--- config.mk ---
export PLATFORM = sky130hd
export DESIGN_NAME = cart_bus_arbiter
export DESIGN_NICKNAME = d
export VERILOG_FILES = /design/src/rtl/cart_bus_pkg.sv /design/src/rtl/cart_window_decode.sv /design/src/rtl/cart_bus_arbiter.sv
export SDC_FILE = /design/constraint.sdc
export NUM_CORES = 1
export LEC_CHECK = 0
export CAP_MARGIN = 20
export CORE_MARGIN = 4
export CORE_UTILIZATION = 37
export CTS_CLUSTER_SIZE = 8
export DETAILED_ROUTE_END_ITERATION = 7
export MAX_ROUTING_LAYER = met4
export PLACE_DENSITY_LB_ADDON = 0.2
export SLEW_MARGIN = 10
export SYNTH_ARGS = -nofsm -noshare
export SYNTH_HDL_FRONTEND = slang
export SYNTH_SLANG_ARGS = --single-unit
--- constraint.sdc ---
create_clock -name clk -period 1.6 [get_ports clk]
set_input_delay 0.24 -clock clk [delete_from_list [all_inputs] [get_ports clk]]
set_output_delay 0.24 -clock clk [all_outputs]
set_load 0.05 [all_outputs]
--- src/rtl/cart_bus_pkg.sv ---
// Shared types and constants for the cartridge header bus arbiter.
// Build option: CART_DATA_SYNC_EN (see cart_bus_arbiter.sv).
package cart_bus_pkg;

  localparam int CART_AW = 14;

  localparam logic [1:0] S4_TAG = 2'b01;
  localparam logic [1:0] S5_TAG = 2'b10;

  typedef enum logic [2:0] {
    IDLE   = 3'd0,
    SETUP  = 3'd1,
    WAIT   = 3'd2,
    SAMPLE = 3'd3,
    ACK    = 3'd4
  } state_t;

endpackage

--- src/rtl/cart_window_decode.sv ---
// Maps a 16-bit core address onto the S4/S5 cartridge windows.
module cart_window_decode
  import cart_bus_pkg::*;
(
  input  logic [15:0]        addr_i,
  input  logic               rd4_en_i,
  input  logic               rd5_en_i,
  output logic               hit_o,
  output logic               sel_s4_o,
  output logic               sel_s5_o,
  output logic [CART_AW-1:0] cart_addr_o
);

  logic [1:0] tag;

  assign tag         = addr_i[15:14];
  assign sel_s4_o    = (tag == S4_TAG) && rd4_en_i;
  assign sel_s5_o    = (tag == S5_TAG) && rd5_en_i;
  assign hit_o       = sel_s4_o || sel_s5_o;
  assign cart_addr_o = addr_i[CART_AW-1:0];

endmodule

--- src/rtl/cart_bus_arbiter.sv ---
// Two-requester round-robin read arbiter for the HDR1 cartridge bus.
// Define CART_DATA_SYNC_EN to pass cart_data through a 2-flop synchronizer.
module cart_bus_arbiter #(
  parameter int          WAIT_CYCLES = 4,
  parameter logic [7:0]  MISS_DATA   = 8'hFF
) (
  input  logic        clk,
  input  logic        rst_n,
  input  logic        req0,
  input  logic        req1,
  input  logic [15:0] addr0,
  input  logic [15:0] addr1,
  output logic        ack0,
  output logic        ack1,
  output logic [7:0]  rdata,
  input  logic        rd4_en,
  input  logic        rd5_en,
  output logic [13:0] cart_addr,
  output logic        cart_s4,
  output logic        cart_s5,
  input  logic [7:0]  cart_data,
  output logic        busy,
  output logic        grant
);
  import cart_bus_pkg::*;

`ifdef CART_DATA_SYNC_EN
  localparam int WAIT_TOTAL = WAIT_CYCLES + 2;
`else
  localparam int WAIT_TOTAL = WAIT_CYCLES;
`endif
  localparam int CNT_W = $clog2(WAIT_TOTAL + 1);

  state_t             state_q, state_d;
  logic [CNT_W-1:0]   cnt_q, cnt_d;
  logic               grant_q, grant_d;
  logic               last_q, last_d;
  logic [CART_AW-1:0] cart_addr_q, cart_addr_d;
  logic               s4_q, s4_d;
  logic               s5_q, s5_d;
  logic [7:0]         rdata_q, rdata_d;
  logic [7:0]         samp_data;

  logic               win;
  logic [15:0]        win_addr;
  logic               dec_hit, dec_s4, dec_s5;
  logic [CART_AW-1:0] dec_addr;

  // Contention goes to whoever was not served last; a lone request always wins.
  assign win      = (req0 && req1) ? !last_q : req1;
  assign win_addr = win ? addr1 : addr0;

  cart_window_decode u_dec (
    .addr_i      (win_addr),
    .rd4_en_i    (rd4_en),
    .rd5_en_i    (rd5_en),
    .hit_o       (dec_hit),
    .sel_s4_o    (dec_s4),
    .sel_s5_o    (dec_s5),
    .cart_addr_o (dec_addr)
  );

`ifdef CART_DATA_SYNC_EN
  logic [7:0] sync1_q, sync2_q;

  always_ff @(posedge clk) begin
    if (!rst_n) begin
      sync1_q <= '0;
      sync2_q <= '0;
    end else begin
      sync1_q <= cart_data;
      sync2_q <= sync1_q;
    end
  end

  assign samp_data = sync2_q;
`else
  assign samp_data = cart_data;
`endif

  always_comb begin
    state_d     = state_q;
    cnt_d       = cnt_q;
    grant_d     = grant_q;
    last_d      = last_q;
    cart_addr_d = cart_addr_q;
    s4_d        = s4_q;
    s5_d        = s5_q;
    rdata_d     = rdata_q;
    case (state_q)
      IDLE: begin
        if (req0 || req1) begin
          grant_d = win;
          last_d  = win;
          if (dec_hit) begin
            state_d     = SETUP;
            cart_addr_d = dec_addr;
            s4_d        = dec_s4;
            s5_d        = dec_s5;
          end else begin
            // Unpopulated window: answer immediately, never touch the bus.
            state_d = ACK;
            rdata_d = MISS_DATA;
          end
        end
      end
      SETUP: begin
        state_d = WAIT;
        cnt_d   = CNT_W'(WAIT_TOTAL - 1);
      end
      WAIT: begin
        if (cnt_q == '0) state_d = SAMPLE;
        else             cnt_d   = cnt_q - CNT_W'(1);
      end
      SAMPLE: begin
        state_d = ACK;
        rdata_d = samp_data;
        s4_d    = 1'b0;
        s5_d    = 1'b0;
      end
      ACK:     state_d = IDLE;
      default: state_d = IDLE;
    endcase
  end

  always_ff @(posedge clk) begin
    if (!rst_n) begin
      state_q     <= IDLE;
      cnt_q       <= '0;
      grant_q     <= 1'b0;
      last_q      <= 1'b1;
      cart_addr_q <= '0;
      s4_q        <= 1'b0;
      s5_q        <= 1'b0;
      rdata_q     <= '0;
    end else begin
      state_q     <= state_d;
      cnt_q       <= cnt_d;
      grant_q     <= grant_d;
      last_q      <= last_d;
      cart_addr_q <= cart_addr_d;
      s4_q        <= s4_d;
      s5_q        <= s5_d;
      rdata_q     <= rdata_d;
    end
  end

  assign ack0      = (state_q == ACK) && !grant_q;
  assign ack1      = (state_q == ACK) &&  grant_q;
  assign rdata     = rdata_q;
  assign cart_addr = cart_addr_q;
  assign cart_s4   = s4_q;
  assign cart_s5   = s5_q;
  assign busy      = (state_q != IDLE);
  assign grant     = grant_q;

endmodule

After elaboration in Yosys (flattened, before gate mapping)
Cells that the tools add are included.
W data, S select, Z words.
Storage, ports and cells
  register bits: 32
  input bits: 46
  output and inout port bits: 28
  logic and storage cells: 57
Operators by class
  $add $sub $neg: 1
  equal/unequal tests: 11
  muxes and demuxes: 17
  reductions and logical operators: 20
Operator list (number)
  $mux W16: 1
  $mux W8: 2
  $pmux W8 S2: 1
  $mux W3: 4
  $pmux W3 S4: 1
  $ne A2 B2 Y1 const B: 5
  $reduce_and A3 Y1: 3
  $eq A3 B2 Y1 const B: 2
  $logic_not A3 Y1: 2
  $pmux W3 S2: 1
  $reduce_and A2 Y1: 3
  $logic_and A1 B1 Y1: 5
  $mux W1: 5
  $pmux W1 S2: 2
  $reduce_bool A2 Y1: 2
  $eq A3 B1 Y1 const B: 1
  $eq A3 B3 Y1 const B: 1
  $reduce_bool A3 Y1: 1
  $sub A3 B1 Y3 const B: 1
  $eq A2 B1 Y1 const B: 1
  $eq A2 B2 Y1 const B: 1
  $logic_not A1 Y1: 2
  $logic_or A1 B1 Y1: 2

Depth between registers and ports, before layout
Gate-level depths: netlist of the first run.
  depth in word-level cells: 9
  gate-level depth with buffers: 7
  gate-level depth less buffers: 6

Cells and area by module
Synthesis of the first run repeated with hierarchy kept, for this count alone.
Second synthesis, totals
  cell total of the unflattened synthesis: 196
  area total of the unflattened synthesis: 1805.5 um2
Modules (own cells, without submodules)
  cart_bus_arbiter: instances 1, cells an instance 178, area each 1676.6 um2, seq. area each 640.6 um2
  cart_window_decode: instances 1, cells an instance 18, area each 128.9 um2, seq. area each 0.0 um2

Least setup slack after synthesis of the first run
Ideal clock, no wire load.
  path kind: register -> output
  start: register grant_q (netlist: grant)
  end: output ack0
  data arrival time: 2163 ps
  data required time: 1360 ps
  setup slack: -803 ps
  stages on the path, launching flop included: 2
  buffers on the path: 0
  path through: dfxtp_1 -> nor4b_1
Between the ends
  word-level cells in the longest chain between the ends: 2
RTL lines
  from (decl): line cart_bus_arbiter.sv:36  | logic grant_q, grant_d;
  from (signal assigned): line cart_bus_arbiter.sv:139  | grant_q <= grant_d;
  $logic_not A1 Y1: line cart_bus_arbiter.sv:148  | assign ack0 = (state_q == ACK) && !grant_q;
  $logic_and A1 B1 Y1: line cart_bus_arbiter.sv:148
  to (decl): line cart_bus_arbiter.sv:13  | output logic ack0,
Every way passes these cells.

Final worst setup path of the first run
  start: register state_q[2]
  end: register rdata_q[1] (netlist: rdata[1])
Between the ends
  word-level cells in the longest chain between the ends: 3
  elaborated cells on any way between the ends: 7
  those cells by class: eq/ne: 3; mux: 1; reduce/logical: 3
RTL lines
  from (decl): line cart_bus_arbiter.sv:34  | state_t state_q, state_d;
  from (signal assigned): line cart_bus_arbiter.sv:137  | state_q <= state_d;
  $logic_not A3 Y1 or $eq A3 B2 Y1 (tied branches): line cart_bus_arbiter.sv:90  | case (state_q)
  $ne A2 B2 Y1 (no source line) or $reduce_bool A2 Y1 (tied branches)
  $reduce_and A3 Y1 (no source line)
  to (signal assigned): line cart_bus_arbiter.sv:144  | rdata_q <= rdata_d;
  to (decl): line cart_bus_arbiter.sv:41  | logic [7:0] rdata_q, rdata_d;
Parallel ways exist; a longest one is shown, timed or not.
A chain may end at the register's enable or synchronous reset.

==> summary.txt, run 1 <==
Status
  – Result of the run: finished clean

Global routing
  – Total GRT Usage: 17.33%
  – Initial antenna violation count: 0
  – Vias in the first global route: 1,566
  – Grt ovf: 0
  – Largest net degree at the start of global routing: 20
  – First-pass GRT wire length: 7.086 mm

Finish
  – Multi-input gate area: between 900 and 1000 um^2
  – Area Overhead vs Synth: 69.76%
  – ANT cells: 0
  – Final instance area: around 2700 um^2
  – Final Core Density: between 60% and 70%
  – Most frequent cells in the layout: 46 x buf_4, 39 x clkdlybuf4s50_1, 28 x dfxtp_1
  – Most common cell after layout, fill and taps aside: buf_4
  – Layout fillers: 329
  – Fraction of layout cells with a size suffix above 1: around 46%
  – Register area: 645.6 um^2
  – Total Nets Final: 288

Synthesis
  – Syn Nets: 192
  – Avg Cell Area, Syn: 11.23 um^2
  – Top post-synthesis cells by area: dfxtp_1 40%, a211oi_2 11%, mux2i_1 8.7%
  – Synth Warn #: 0
  – Post-Synthesis Cells: about 140
  – Synth top area share: 39.60%
  – Yosys cell types: 42
  – Mapped cell area: 1618 um^2
  – Seq cells post-synth: 32
  – Synth area leader: dfxtp_1
  – Sequential area share after synthesis: 39.60%

Clock tree
  – H-tree Lvls: 2
  – Worst skew pair latency: 0.28 ns
  – Clock-pin slew on the worst setup and hold paths: 0.07 ns
  – Max Buffers Root-to-Sink: 2
  – Clock sinks: 32
  – Root Buffer: clkbuf_8
  – Hold Buf Count CTS: 0
  – CTS buffer count: 5
  – CTS tree: built

Place
  – Dpl hpwl: around 3.3 mm
  – Placed standard-cell area: 2486 um^2
  – Placer Congestion: 0.7644
  – Input/output buffers: 73

STA
  – Fin Setup TNS: 0 ns
  – Clk_skew: 0.007381 ns
  – Rel. slew slack: 76.49%
  – Max-slew violations: 0
  – Unrepaired setup endpoints after global routing: true
  – Fmax: approximately 630 MHz
  – Hold Vio Cnt, Final: 0
  – Final hold slack: 0.4881 ns
  – Worst Max-Slew Pin Slew: 0.3520 ns
  – Tcrit/Tclk final: 99.23%
  – Crit path time final: 1.588 ns
  – Setup violators final: 0

Route
  – Detailed Route Iter0 Violations: 25
  – Drt via density: about 5
  – First drt pass iteration count: 4
  – Number of routed nets with antenna violations: 0
  – Via count: 1,485
  – Post-Route WL: 4.489 mm
  – Wirelength per Cell: 15.43 um
  – Post-route DRC: 0

Critical path
  – Worst Path Arrival: 1.75 ns
  – WS Path Type: flip-flop to flip-flop
  – Critical path endpoint category: flip-flop
  – Req. time, crit path: 1.76 ns
  – Crit-path max FO: 8
  – Crit path launch type: flip-flop

Floorplanning
  – Core Region: between 4000 and 5000 um^2
  – Row cnt: 23
  – Initial Util: 39.31%
  – Io pins: 74
  – DIE AREA: between 5000 and 6000 um^2
  – Die height: 74.13 um
  – Chip width: about 74 um

Pwr
  – Total chip power: 3.552 mW
  – Lkg Pwr: 1.100 nW
  – PD cells: ~1300 nW/um^2
  – Worst vdd ir: about 950 uV

Hold path
  – Worst hold path type: flip-flop to flip-flop

Run
  – Maxcap violations: 0
[through the flow]
stage	std cells	setup slack (ns)
after floorplan	144	-0.07356
after global placement	275	-0.3589
after detailed placement	275	-0.4422
after CTS	287	0.003771
after global routing	291	-0.04249
final	291	0.01238
[layer usage]
metal	GRT usage (%)	share of wire (%)
met2	30.41	52
met4	7.646	2.5
met1	17.87	38
met5	-	0
met3	5.000	7.9
[Yosys cell counts (all sizes together)]
library cell / n
clkinv: 1
or4b: 1
a21boi: 2
o221a: 8
a21oi: 3
o2111a: 1
nand2: 3
and3b: 2
and3: 1
a211oi: 17
mux2i: 14
a22oi: 1
nand3b: 2
a311oi: 1
a2111oi: 1
nor2: 15
nor3: 7
dfxtp: 32
o211a: 1
buf: 8
inv: 6
clkbuf: 3
or2: 1
and4bb: 1
o211ai: 1
nor3b: 1
ha: 2
or3: 1
nor4b: 1
xnor2: 2
o21ai: 4
[final timing paths]
kind,cells past startpoint,end,slack (ns),startpoint
worst max-delay path,6,rdata[1],0.01,state_q[2]
worst max register to register,6,rdata[1],0.01,state_q[2]
worst min-delay path,2,cart_s4,0.49,cart_s4
worst min register to register,2,cart_s4,0.49,cart_s4
[where the power goes]
group          internal (mW)  switching (mW)  total (mW)
clock network          0.350           0.277       0.627
logic                  0.816            1.03        1.85
registers              0.961           0.115        1.08
[kinds of logic after synthesis]
family | after synthesis | share of synthesized area, %
compound gates | 40 | 27.15
xor+xnor | 2 | 1.083
fa+ha+maj | 2 | 1.547
buf+inv | 18 | 6.805
flops | 32 | 39.60
mux | 14 | 8.662
simple gates | 36 | 15.16
[flip-flops by register name, summed over array words and instances (netlist names)]
name / flops
cnt_q: 3
grant: 1
state_q: 3
cart_s5: 1
cart_addr: 14
rdata: 8
cart_s4: 1
last_q: 1
[what timing repair did]
action | in CTS | in global routing
pin swaps | 7 | 17
cloned | 1 | 1
gates resized for setup | 12 | 13
endpoints found under the setup margin | 28 | 29
setup buffers | 3 | 6
[final cells by class]
| type | instances | area share (%) |
|---|---|---|
| tap | 50 | 2.278 |
| multi-input combinational | 94 | 34.62 |
| timing repair buffer | 100 | 35.26 |
| inverter | 7 | 1.048 |
| clock buffer | 8 | 3.280 |
| sequential | 32 | 23.51 |
[critical path, stage by stage (launching register included)]
cell	delay [ns]
dfxtp_2	0.34
nor3_4	0.23
buf_6	0.14
inv_4	0.03
or3_4	0.32
a21boi_4	0.18
o221a_1	0.23
Power figures use the tool's default switching activity.
==> inputs of run 2 (changes only) <==
Settings changed: CORE_UTILIZATION 37 to 41.
Clock period 1.6 ns to 1.7 ns, I/O delays scaled along.
==> run 2 against run 1 <==
Compared with the run above:
- first-iteration DRC count rose to 2.8 times the previous value
- clock skew shrank 0.0028 ns
- cell area fell by 3.6%
- sequential cell count stayed put
- critical path depth is 1 higher
- setup slack better by 0.044 ns
- via count up 0.61%
- maximum frequency is 3.4% lower
- critical path type unchanged
- critical endpoint is now cnt_q[2]
==> summary.txt, run 2 (synthesis gave the netlist of run 1 again) <==
Route
  – Post-route DRC: 0
  – Via count: about 1,500
  – Highest routed layer: met4
  – Met2 wire length: around 2.5 mm
  – WL met3: 290 um
  – Metal1 wirelength: 1.654 mm
  – Wirelength per Cell: between 15 and 20 um
  – Drt via density: 5.242
  – Number of routed nets with antenna violations: 0
  – Post-Route WL: 4.533 mm
  – First drt pass iteration count: 4
  – Detailed Route Iter0 Violations: 71

Critical path
  – Worst Path Arrival: 1.84 ns
  – RR Startpoint: cnt_q[1]
  – Crit path launch type: flip-flop
  – Crit path cell chain: inv_1 -> ha_1 -> a2111oi_4 -> buf_4 -> nand2_1 -> xnor2_1 -> nor3_1
  – Req. time, crit path: 1.90 ns
  – Critical path endpoint: cnt_q[2]
  – Slowest cell on the critical path: a2111oi_4
  – Critical path endpoint category: flip-flop
  – Reg2reg setup slack: ~0.057 ns
  – Slowest stage delay, CP: 0.38 ns
  – Launch point of the worst path: cnt_q[1]
  – Crit-path max FO: 4
  – WS Path Type: flip-flop to flip-flop
  – Worst r2r dst: cnt_q[2]
  – Cells on worst reg2reg path: 7

Pwr
  – Lkg Pwr: between 1 and 1.5 nW
  – Worst vdd ir: between 800 and 900 uV
  – Total chip power: 3.178 mW
  – PD cells: 1201 nW/um^2

Global routing
  – Total GRT Usage: 19.10%
  – Initial antenna violation count: 0
  – Vias in the first global route: ~1,600
  – Largest net degree at the start of global routing: 20
  – Grt ovf: 0
  – First-pass GRT wire length: approximately 7.4 mm

Place
  – Dpl hpwl: 3.221 mm
  – Post-Place Worst Slack: -0.3971 ns
  – Placed standard-cell area: 2446 um^2
  – Input/output buffers: 73
  – Placed Cells incl. Taps: 270
  – Placer Congestion: roughly 0.77

Hold path
  – Worst hold path type: flip-flop to flip-flop

STA
  – Unrepaired setup endpoints after global routing: true
  – Setup violators final: 0
  – Clk_skew: roughly 0.0046 ns
  – Fmax: around 610 MHz
  – Worst Max-Slew Pin Slew: 0.3925 ns
  – Rel. slew slack: 73.77%
  – Crit path time final: approximately 1.6 ns
  – Max-slew violations: 0
  – Tcrit/Tclk final: 96.67%
  – Worst setup margin: 0.05665 ns
  – Hold Vio Cnt, Final: 0
  – Fin Setup TNS: 0 ns
  – Final hold slack: 0.4417 ns

Finish
  – Final Instance Count excl. Fillers: 285
  – Area Overhead vs Synth: 63.57%
  – ANT cells: 0
  – Most frequent cells in the layout: 45 x buf_4, 39 x clkdlybuf4s50_1, 30 x dfxtp_1
  – Max FFs per register: 14
  – Fraction of layout cells with a size suffix above 1: 43.46%
  – Final Core Density: 70.69%
  – Most common cell after layout, fill and taps aside: buf_4
  – Total Nets Final: 285
  – Final instance area: 2646 um^2

Clock tree
  – Worst skew pair latency: 0.28 ns
  – CTS tree: built
  – Root Buffer: clkbuf_8
  – Clock sinks: 32
  – Clock-pin slew on the worst setup and hold paths: 0.06 ns
  – CTS buffer count: 5
  – H-tree Lvls: 2
  – Max Buffers Root-to-Sink: 2
  – Hold Buf Count CTS: 0

Status
  – Result of the run: finished clean

Floorplanning
  – Row cnt: 22
  – Chip width: 70.82 um
  – Initial Util: 43.22%
  – DIE AREA: around 5000 um^2
  – Io pins: 74
  – Die height: 70.82 um
  – Core Region: 3744 um^2

Run
  – Maxcap violations: 0
## run 2: cell count changes in the layout (fill, tap and decap cells not counted), sizes merged
| cell | change |
|---|---|
| buf | -2 |
| dlymetal6s2s | -1 |
| dlygate4sd2 | +1 |
| clkinv | +1 |
| clkbuf | -3 |
## run 2: worst min path at each step
stage                         from        to  slack (ns)  cells after the start
after floorplan              rst_n   cart_s5        0.41                      1
after global placement    cnt_q[0]  cnt_q[0]        0.45                      1
after detailed placement  cnt_q[0]  cnt_q[0]        0.47                      1
after CTS                 cnt_q[0]  cnt_q[0]        0.49                      1
after global routing      cnt_q[0]  cnt_q[0]        0.47                      1
final                     cnt_q[0]  cnt_q[0]        0.44                      1
## run 2: timing repair
action | CTS | global route
cloned | 2 | 0
setup endpoints to repair | 23 | 18
resized for setup | 10 | 7
pin swaps | 11 | 8
setup buffers | 5 | 2
## run 2: area by class of cell
type | count | area [um^2]
Clock buffer | 6 | 72.57
Clock inverter | 1 | 5.005
Fill cell | 287 | 1097
Inverter | 7 | 26.28
Multi-Input combinational cell | 94 | 917.1
Sequential cell | 32 | 645.6
Tap cell | 48 | 60.06
Timing Repair Buffer | 97 | 919.6
## run 2: critical path: cells and delay by family, from the launching register on
| family | cells | cell delay, ns |
|---|---|---|
| DFF | 1 | 0.35 |
| buffers and inverters | 2 | 0.26 |
| AOI/OAI and AO/OA | 1 | 0.38 |
| and+or+nand+nor | 2 | 0.25 |
| adders and majority gates | 1 | 0.22 |
| xor gates and xnor gates | 1 | 0.12 |
## run 2: routing by layer
metal  GRT usage, %  vias up
met5              -        -
met1          19.83      705
li1               -      724
met4          5.846        0
met3          5.114       11
met2          34.91       54
## run 2: where the power goes
group          switching [mW]  internal (mW)  leakage (nW)
clock network           0.252          0.278        0.0410
logic                   0.937          0.702         0.753
registers               0.105          0.903         0.264
